==> config.mk <==
export PLATFORM = sky130hd
export DESIGN_NAME = codestream_byte_serializer
export DESIGN_NICKNAME = d
export VERILOG_FILES = /design/src/rtl/codestream_byte_serializer.sv
export SDC_FILE = /design/constraint.sdc
export NUM_CORES = 1
export LEC_CHECK = 0
export BUFFER_PORTS_ARGS = -buffer_cell sky130_fd_sc_hd__buf_2
export CAP_MARGIN = 20
export CORE_ASPECT_RATIO = 1.75
export CORE_MARGIN = 3
export CORE_UTILIZATION = 45
export DETAILED_ROUTE_END_ITERATION = 12
export PLACE_DENSITY = 0.62
export REMOVE_ABC_BUFFERS = 1
export SLEW_MARGIN = 20
export SYNTH_ARGS = -nofsm -noshare
export SYNTH_HDL_FRONTEND = slang
export SYNTH_SLANG_ARGS = --single-unit
==> constraint.sdc <==
create_clock -name clock -period 11.2 [get_ports clock]
set_clock_uncertainty 0.2 [all_clocks]
set_input_delay 1.68 -clock clock [delete_from_list [all_inputs] [get_ports clock]]
set_output_delay 1.68 -clock clock [all_outputs]
set_load 0.02 [all_outputs]
==> src/rtl/codestream_byte_serializer.sv <==
// rtl/codestream_byte_serializer.sv - 16-bit codestream word FIFO, big-endian byte serializer and EOC frame counter
module codestream_byte_serializer #(
  parameter int DEPTH = 64,
  parameter int AW    = 6
) (
  input  logic          clock,
  input  logic          cntrl0_reset_tb,
  input  logic [15:0]   code_stream,
  input  logic          code_stream_valid,
  output logic [7:0]    byte_out,
  output logic          byte_valid,
  input  logic          byte_ready,
  output logic [AW:0]   fifo_level,
  output logic          overflow,
  output logic          frame_done,
  output logic [31:0]   frame_bytes
);

  typedef enum logic [1:0] {
    S_IDLE = 2'd0,
    S_HI   = 2'd1,
    S_LO   = 2'd2
  } state_t;

  localparam logic [AW:0] FULL_LEVEL = (AW+1)'(DEPTH);

  logic [15:0]   mem_q [DEPTH];
  logic [AW-1:0] wr_ptr_q;
  logic [AW-1:0] rd_ptr_q;
  logic [AW:0]   level_q;
  logic [AW:0]   level_d;

  state_t        state_q;
  logic [7:0]    byte_q;
  logic [7:0]    lo_byte_q;
  logic          valid_q;

  logic          overflow_q;
  logic          frame_done_q;
  logic [31:0]   frame_bytes_q;
  logic [31:0]   count_q;
  logic [7:0]    prev_q;

  logic          full;
  logic          empty;
  logic          accept;
  logic          push;
  logic          pop;
  logic          eoc;
  logic [15:0]   head;

  assign full   = (level_q == FULL_LEVEL);
  assign empty  = (level_q == '0);
  assign accept = valid_q & byte_ready;
  // A full FIFO drops the incoming word even when a pop frees a slot this cycle.
  assign push   = code_stream_valid & ~full;
  assign pop    = ~empty & ((state_q == S_IDLE) | ((state_q == S_LO) & accept));
  assign head   = mem_q[rd_ptr_q];
  assign eoc    = accept & (prev_q == 8'hFF) & (byte_q == 8'hD9);

  // Next occupancy from the push/pop pair; a simultaneous push and pop leaves it unchanged.
  always_comb begin
    level_d = level_q;
    if (push && !pop) begin
      level_d = level_q + (AW+1)'(1);
    end else if (!push && pop) begin
      level_d = level_q - (AW+1)'(1);
    end
  end

  // Word storage; stale contents are harmless because the pointers are reset.
  always_ff @(posedge clock) begin
    if (push) begin
      mem_q[wr_ptr_q] <= code_stream;
    end
  end

  // FIFO pointers and level; pointers wrap naturally since DEPTH is a power of two.
  always_ff @(posedge clock or posedge cntrl0_reset_tb) begin
    if (cntrl0_reset_tb) begin
      wr_ptr_q <= '0;
      rd_ptr_q <= '0;
      level_q  <= '0;
    end else begin
      if (push) wr_ptr_q <= wr_ptr_q + AW'(1);
      if (pop)  rd_ptr_q <= rd_ptr_q + AW'(1);
      level_q <= level_d;
    end
  end

  // Serializer FSM: high byte first, low byte held for the second beat, reload straight from LO.
  always_ff @(posedge clock or posedge cntrl0_reset_tb) begin
    if (cntrl0_reset_tb) begin
      state_q   <= S_IDLE;
      byte_q    <= 8'h00;
      lo_byte_q <= 8'h00;
      valid_q   <= 1'b0;
    end else begin
      case (state_q)
        S_IDLE: begin
          if (!empty) begin
            byte_q    <= head[15:8];
            lo_byte_q <= head[7:0];
            valid_q   <= 1'b1;
            state_q   <= S_HI;
          end
        end
        S_HI: begin
          if (accept) begin
            byte_q  <= lo_byte_q;
            state_q <= S_LO;
          end
        end
        S_LO: begin
          if (accept) begin
            if (!empty) begin
              byte_q    <= head[15:8];
              lo_byte_q <= head[7:0];
              state_q   <= S_HI;
            end else begin
              byte_q  <= 8'h00;
              valid_q <= 1'b0;
              state_q <= S_IDLE;
            end
          end
        end
        default: begin
          byte_q  <= 8'h00;
          valid_q <= 1'b0;
          state_q <= S_IDLE;
        end
      endcase
    end
  end

  // Sticky overflow, running byte count and FF-D9 end-of-codestream detection on accepted bytes.
  always_ff @(posedge clock or posedge cntrl0_reset_tb) begin
    if (cntrl0_reset_tb) begin
      overflow_q    <= 1'b0;
      frame_done_q  <= 1'b0;
      frame_bytes_q <= 32'd0;
      count_q       <= 32'd0;
      prev_q        <= 8'h00;
    end else begin
      overflow_q   <= overflow_q | (code_stream_valid & full);
      frame_done_q <= eoc;
      if (accept) begin
        if (eoc) begin
          frame_bytes_q <= count_q + 32'd1;
          count_q       <= 32'd0;
          prev_q        <= 8'h00;
        end else begin
          count_q <= count_q + 32'd1;
          prev_q  <= byte_q;
        end
      end
    end
  end

  assign byte_out    = byte_q;
  assign byte_valid  = valid_q;
  assign fifo_level  = level_q;
  assign overflow    = overflow_q;
  assign frame_done  = frame_done_q;
  assign frame_bytes = frame_bytes_q;

endmodule

==> flow_summary.ini, run 1 <==
[status]
status = finished, final reports clean

[setup_path]
start_kind = flip-flop
path_cells = buf_4 -> buf_4 -> mux4_2 -> mux2i_1 -> a221oi_1 -> nand2_1 -> a221oi_1 -> a221o_1
cp_data_arrival_time_ns = 5.24
cp-end-kind = flip-flop
critPathSlowestCell = a221oi_1
startpoint = rd_ptr_q[2]$_DFFE_PP0P_
path_buf_inv = 2
path_delay_family = compound AO/OA/AOI/OAI gates
critPathKind = flip-flop to flip-flop
r2r_start = rd_ptr_q[2]$_DFFE_PP0P_
crit_fanout = 55
rrSetupSlack_ns = 6.38
cp.required_ns = 11.62
max_stage_delay_ns = 0.86

[global_routing]
grt_pass1_wl_um = 162000
overflow = 0
grt_max_degree = 103
grt_use_total_pct = 21.5
antenna_found_initial = 0
grt_pass1_vias = 23500

[sta]
fin_crit_ns = 4.82
fin_crit_sh_pct = 43.0
rsz0062_at_grt = false
clock.fmax_mhz = 207
maxSlewViolCount = 0
hold_viol_final = 0
setup_viol = 0
worst_pin_slew_ns = 1.01
slew_headroom_pct = 33.0

[floorplanning]
die_w_um = 245
dieHeight_um = 424
die_area_um2 = 104000
ios = 70
rows = 152
core_area_um2 = 98500
initial_core_util_pct = 45.6

[pwr]
power_density_nw_per_um2 = 235
leakagePower_nw = 16.5
finalPower_w = 0.0118
vdd_drop_max_v = 0.000281

[clock_tree]
cts_max_level = 3
clock-sinks = 1136
cts_max_path_buffers = 3
cts_hold_buf = 0
clk_pin_slew_ns = 0.07
cts_tree = done
cts_setup_buffers = 0
cts_resized = 0
numCtsBuffers = 95
cts_root_buf = clkbuf_16
clk_latency_ns = 0.68

[finish]
drive_gt1_share_pct = 22.1
post-route-util_pct = 50.9
nets = 2544
syn2layout_area_growth_pct = 11.8

[placement]
io_buffers = 69
gp_congestion = 0.862
dp_hpwl_um = 68800

[yosys]
synth_edf_count = 1024
yosysTopAreaCell = edfxtp_1
yosysTopAreaCellShare_pct = 68.5
yosysMostFrequentCell = edfxtp_1
synthCells = 2370
syn_area_per_cell_um2 = 18.9
ys_types = 70
synth_top_cells_by_count = 1024 x edfxtp_1, 224 x mux4_2, 150 x nand2_1, 122 x nor2_1, 118 x mux2i_1
syn_area_um2 = 44900
seq_area_frac_synth_pct = 74.8
yosysWarnings = 0
synthTopCellsByArea = edfxtp_1 69%, mux4_2 11%, dfrtp_1 6.2%
ys_ff_latch = 1136
synth-main-ff-cell = edfxtp_1
synthArstFlopShare_pct = 9.86

[min_path]
min_from = overflow$_DFF_PP0_
holdCritPathClass = flip-flop to flip-flop

[routing]
first_iter_violations = 2237
drt_first_pass_iters = 7
ant_nets = 0
routed_wl_um = 111000
drc = 0
vias = 22800
routed_via_density = 5.84
wire_per_inst_um = 28.3

[flow_run]
cap_violations = 0
-- power breakdown --
group / internal, W / switching, W / total, W
Sequential: 0.00485 / 0.000239 / 0.00509
Clock: 0.00190 / 0.00149 / 0.00339
Combinational: 0.00132 / 0.00197 / 0.00329
Total: 0.00808 / 0.00370 / 0.0118
-- worst register-to-register path, cell delays in order, from the launching register on --
cell	delay (ns)
dfrtp_4	0.80
buf_4	0.65
buf_4	0.81
mux4_2	0.40
mux2i_1	0.14
a221oi_1	0.40
nand2_1	0.29
a221oi_1	0.86
a221o_1	0.21
-- through the flow --
step	cell area (um^2)	setup WS, ns	setup TNS, ns	hold WS, ns	cells
after global routing	50200	6.26	0	0.295	3903
final	50200	6.38	0	0.268	3904
after floorplan	44200	-1.48	-24.40	0.238	2240
after detailed placement	47000	5.88	0	0.253	3725
after CTS	50200	6.37	0	0.268	3903
after global placement	47000	5.97	0	0.248	3725
-- registers in the layout, summed over array words and instances (netlist names) --
| register | flops |
|---|---|
| rd_ptr_q | 6 |
| count_q | 32 |
| frame_done | 1 |
| lo_byte_q | 8 |
| fifo_level | 7 |
| overflow | 1 |
| wr_ptr_q | 6 |
| prev_q | 8 |
| byte_valid | 1 |
| mem_q | 1024 |
| frame_bytes | 32 |
| byte_out | 8 |
| state_q | 2 |
-- per-layer routing --
metal / up-vias / global-route usage, % / wire, um
met4: 0 / 9.23 / 4960
met2: 734 / 39.4 / 60500
li1: 9839 / - / -
met5: - / 0 / 0
met3: 160 / 2.95 / 5410
met1: 12100 / 25.3 / 39700
-- cells by family after synthesis --
family	after synthesis	synth area share, %
xor gates and xnor gates	44	0.859
and+or+nand+nor	418	4.34
AOI/OAI and AO/OA	273	4.03
DFF	1136	74.8
adders and majority gates	11	0.323
buffers and inverters	139	1.64
muxes	349	14.0
-- layout make-up --
type                    count  area, um^2
diodes                      1        2.50
clock buffers             120        2560
clock inverters            58         607
fillers                  7934       48300
inverters                   9        36.3
multi-input cells        1095       10600
flip-flops and latches   1136       33600
well taps                1309        1640
repair buffers            176        1170
-- path summary, 6_finish.rpt --
kind                            cells after the start                     endpoint
worst min-delay path                                1           overflow$_DFF_PP0_
worst max-delay path                                8      byte_out[7]$_DFFE_PP0P_
min in group asynchronous                           2    fifo_level[0]$_DFFE_PP0P_
worst max register to register                      8      byte_out[7]$_DFFE_PP0P_
max in group asynchronous                           3  frame_bytes[31]$_DFFE_PP0P_
worst min register to register                      1           overflow$_DFF_PP0_
-- layout by cell type, fill, tap and decap left out, types with 17 or more instances in the layout --
master / count
a21oi_1: 26
a221oi_1: 18
a22oi_1: 56
and3_1: 19
buf_2: 64
buf_4: 111
clkbuf_1: 19
clkbuf_16: 98
clkinv_1: 18
clkinv_2: 17
dfrtp_1: 108
edfxtp_1: 1024
mux2i_1: 118
mux4_2: 224
nand2_1: 150
nand3_1: 40
nor2_1: 121
o211ai_1: 17
o21ai_0: 79
o31ai_1: 19
xnor2_1: 29
Power figures use the tool's default switching activity.
==> run 2, diff against run 1 <==
Settings changed: PLACE_DENSITY 0.62 to 0.65.
Clock period 11.2 ns to 4.2 ns, I/O delays scaled along.
==> run 2 against run 1 <==
Clock-buffer cell count increased by 6. Via count rose by 2.5%. Non-clock buffer count grew 36. Power grew to 2.7 times the previous value. Flip-flop and latch count unchanged. Cell area grew 0.67%. Global-route usage up 0.65 points. Clock power grew to 2.6 times the previous value. Critical endpoint is now byte_out[4]$_DFFE_PP0P_. Largest cell class unchanged. Highest routed layer is now met5.
==> flow_summary.ini, run 2 (synthesized netlist as in run 1, its figures left out) <==
[floorplanning]
rows = 152
die_w_um = 245
initial_core_util_pct = 45.6
die_area_um2 = 104000
core_area_um2 = 98500
ios = 70
dieHeight_um = 424

[min_path]
hold_end = overflow$_DFF_PP0_
min_from = code_stream_valid
holdCritPathClass = input port to flip-flop
hold_depth = 2

[pwr]
p_seq_share_pct = 43.0
switchingPower_w = 0.0100
leakagePower_nw = 16.7
power_density_nw_per_um2 = 625
p_sw_share_pct = 31.8
power_frac_comb_pct = 28.7
intPower_w = 0.0215
vdd_drop_max_v = 0.000409
clockPowerShare_pct = 28.2
finalPower_w = 0.0316

[sta]
rsz0062_at_grt = false
setup_viol = 0
tns_ns = 0
fin_crit_sh_pct = 85.4
slew_headroom_pct = 28.0
worst_pin_slew_ns = 1.08
maxSlewViolCount = 0
clock.fmax_mhz = 279
fin_crit_ns = 3.58
hold_slack_ns = 0.0482
hold_viol_final = 0

[clock_tree]
cts_max_path_buffers = 3
cts_root_buf = clkbuf_16
cts_max_level = 3
cts_resized = 0
clk_latency_ns = 0.70
numCtsBuffers = 97
clock-sinks = 1136
cts_setup_buffers = 0
cts_tree = done
clk_pin_slew_ns = 0.07

[flow_run]
cap_violations = 0

[routing]
routed_wl_um = 114000
drt_first_pass_iters = 5
vias = 23400
routed_via_density = 5.92
first_iter_violations = 2269
wire_per_inst_um = 28.8
drc = 0
ant_nets = 0

[finish]
largest_reg_flops = 1024
syn2layout_area_growth_pct = 12.6
nets = 2582
layout_common_cells = 1024 x edfxtp_1, 224 x mux4_2, 150 x nand2_1
layout_commonest_cell = edfxtp_1
regMostFlops = mem_q
drive_gt1_share_pct = 23.2
post-route-util_pct = 51.3

[setup_path]
critPathKind = flip-flop to flip-flop
cp.required_ns = 4.56
r2r_start = rd_ptr_q[3]$_DFFE_PP0P_
start_kind = flip-flop
crit_fanout = 26
startpoint = rd_ptr_q[3]$_DFFE_PP0P_
cp_data_arrival_time_ns = 3.94
rr_endpoint = byte_out[4]$_DFFE_PP0P_
cp-end-kind = flip-flop
rrSetupSlack_ns = 0.62
r2r_cells = 7

[placement]
io_buffers = 69
dp_hpwl_um = 73400
gp_congestion = 0.887

[global_routing]
grt_use_total_pct = 22.2
grt_pass1_vias = 24100
grt_pass1_wl_um = 167000
antenna_found_initial = 3
overflow = 0
grt_max_degree = 65

[status]
status = finished, final reports clean
==> run 2: how the worst max path moves through the flow <==
stage	cells past startpoint	end
floorplan	5	lo_byte_q[0]$_DFFE_PP0P_
global placement	13	fifo_level[6]$_DFFE_PP0P_
detailed placement	7	byte_out[4]$_DFFE_PP0P_
CTS	7	byte_out[4]$_DFFE_PP0P_
global route	13	fifo_level[6]$_DFFE_PP0P_
finish	7	byte_out[4]$_DFFE_PP0P_
==> run 2: final cells by class <==
type                            instances  area [um^2]
Fill cell                            7904        48000
Inverter                                9         36.3
Clock buffer                          126         2590
Antenna cell                            1         2.50
Clock inverter                         55          536
Timing Repair Buffer                  212         1550
Tap cell                             1309         1640
Sequential cell                      1136        33600
Multi-Input combinational cell       1095        10600
==> run 2: critical path: stages (launching register included) <==
cell and delay, ns:
dfrtp_2 0.82, buf_4 0.48, nor2b_1 0.43, nand2_1 0.31
a211oi_1 0.77, a221oi_1 0.10, nand2_1 0.22, o31ai_1 0.09
==> run 2: power groups by stage <==
stage          registers, W  logic, W  clock network, W
2_1_floorplan        0.0142   0.00463                 0
5_1_grt              0.0136   0.00962           0.00954
3_3_place_gp         0.0138   0.00905                 0
6_report             0.0136   0.00907           0.00892
3_5_place_dp         0.0138   0.00914                 0
4_1_cts              0.0136   0.00916           0.00907
==> run 2: routing by layer <==
| layer | global-route usage, % | vias up | routed length (um) |
|---|---|---|---|
| li1 | - | 9927 | - |
| met1 | 25.5 | 12300 | 39600 |
| met2 | 40.2 | 918 | 61200 |
| met3 | 3.24 | 251 | 6340 |
| met4 | 11.2 | 4 | 6390 |
| met5 | 0 | - | 21 |
==> run 2: per-stage QoR <==
step	cell area, um^2	worst slack (ns)	std cells
floorplan	44200	-8.48	2240
global placement	47400	0.606	3759
detailed placement	47400	0.683	3759
CTS	50500	0.651	3941
global route	50500	0.480	3942
finish	50500	0.615	3943
==> run 2: timing repair <==
action                                 4_1_cts  5_1_grt
hold buffers                                 1        0
endpoints found under the hold margin       49        0
setup endpoints to repair                    0        0
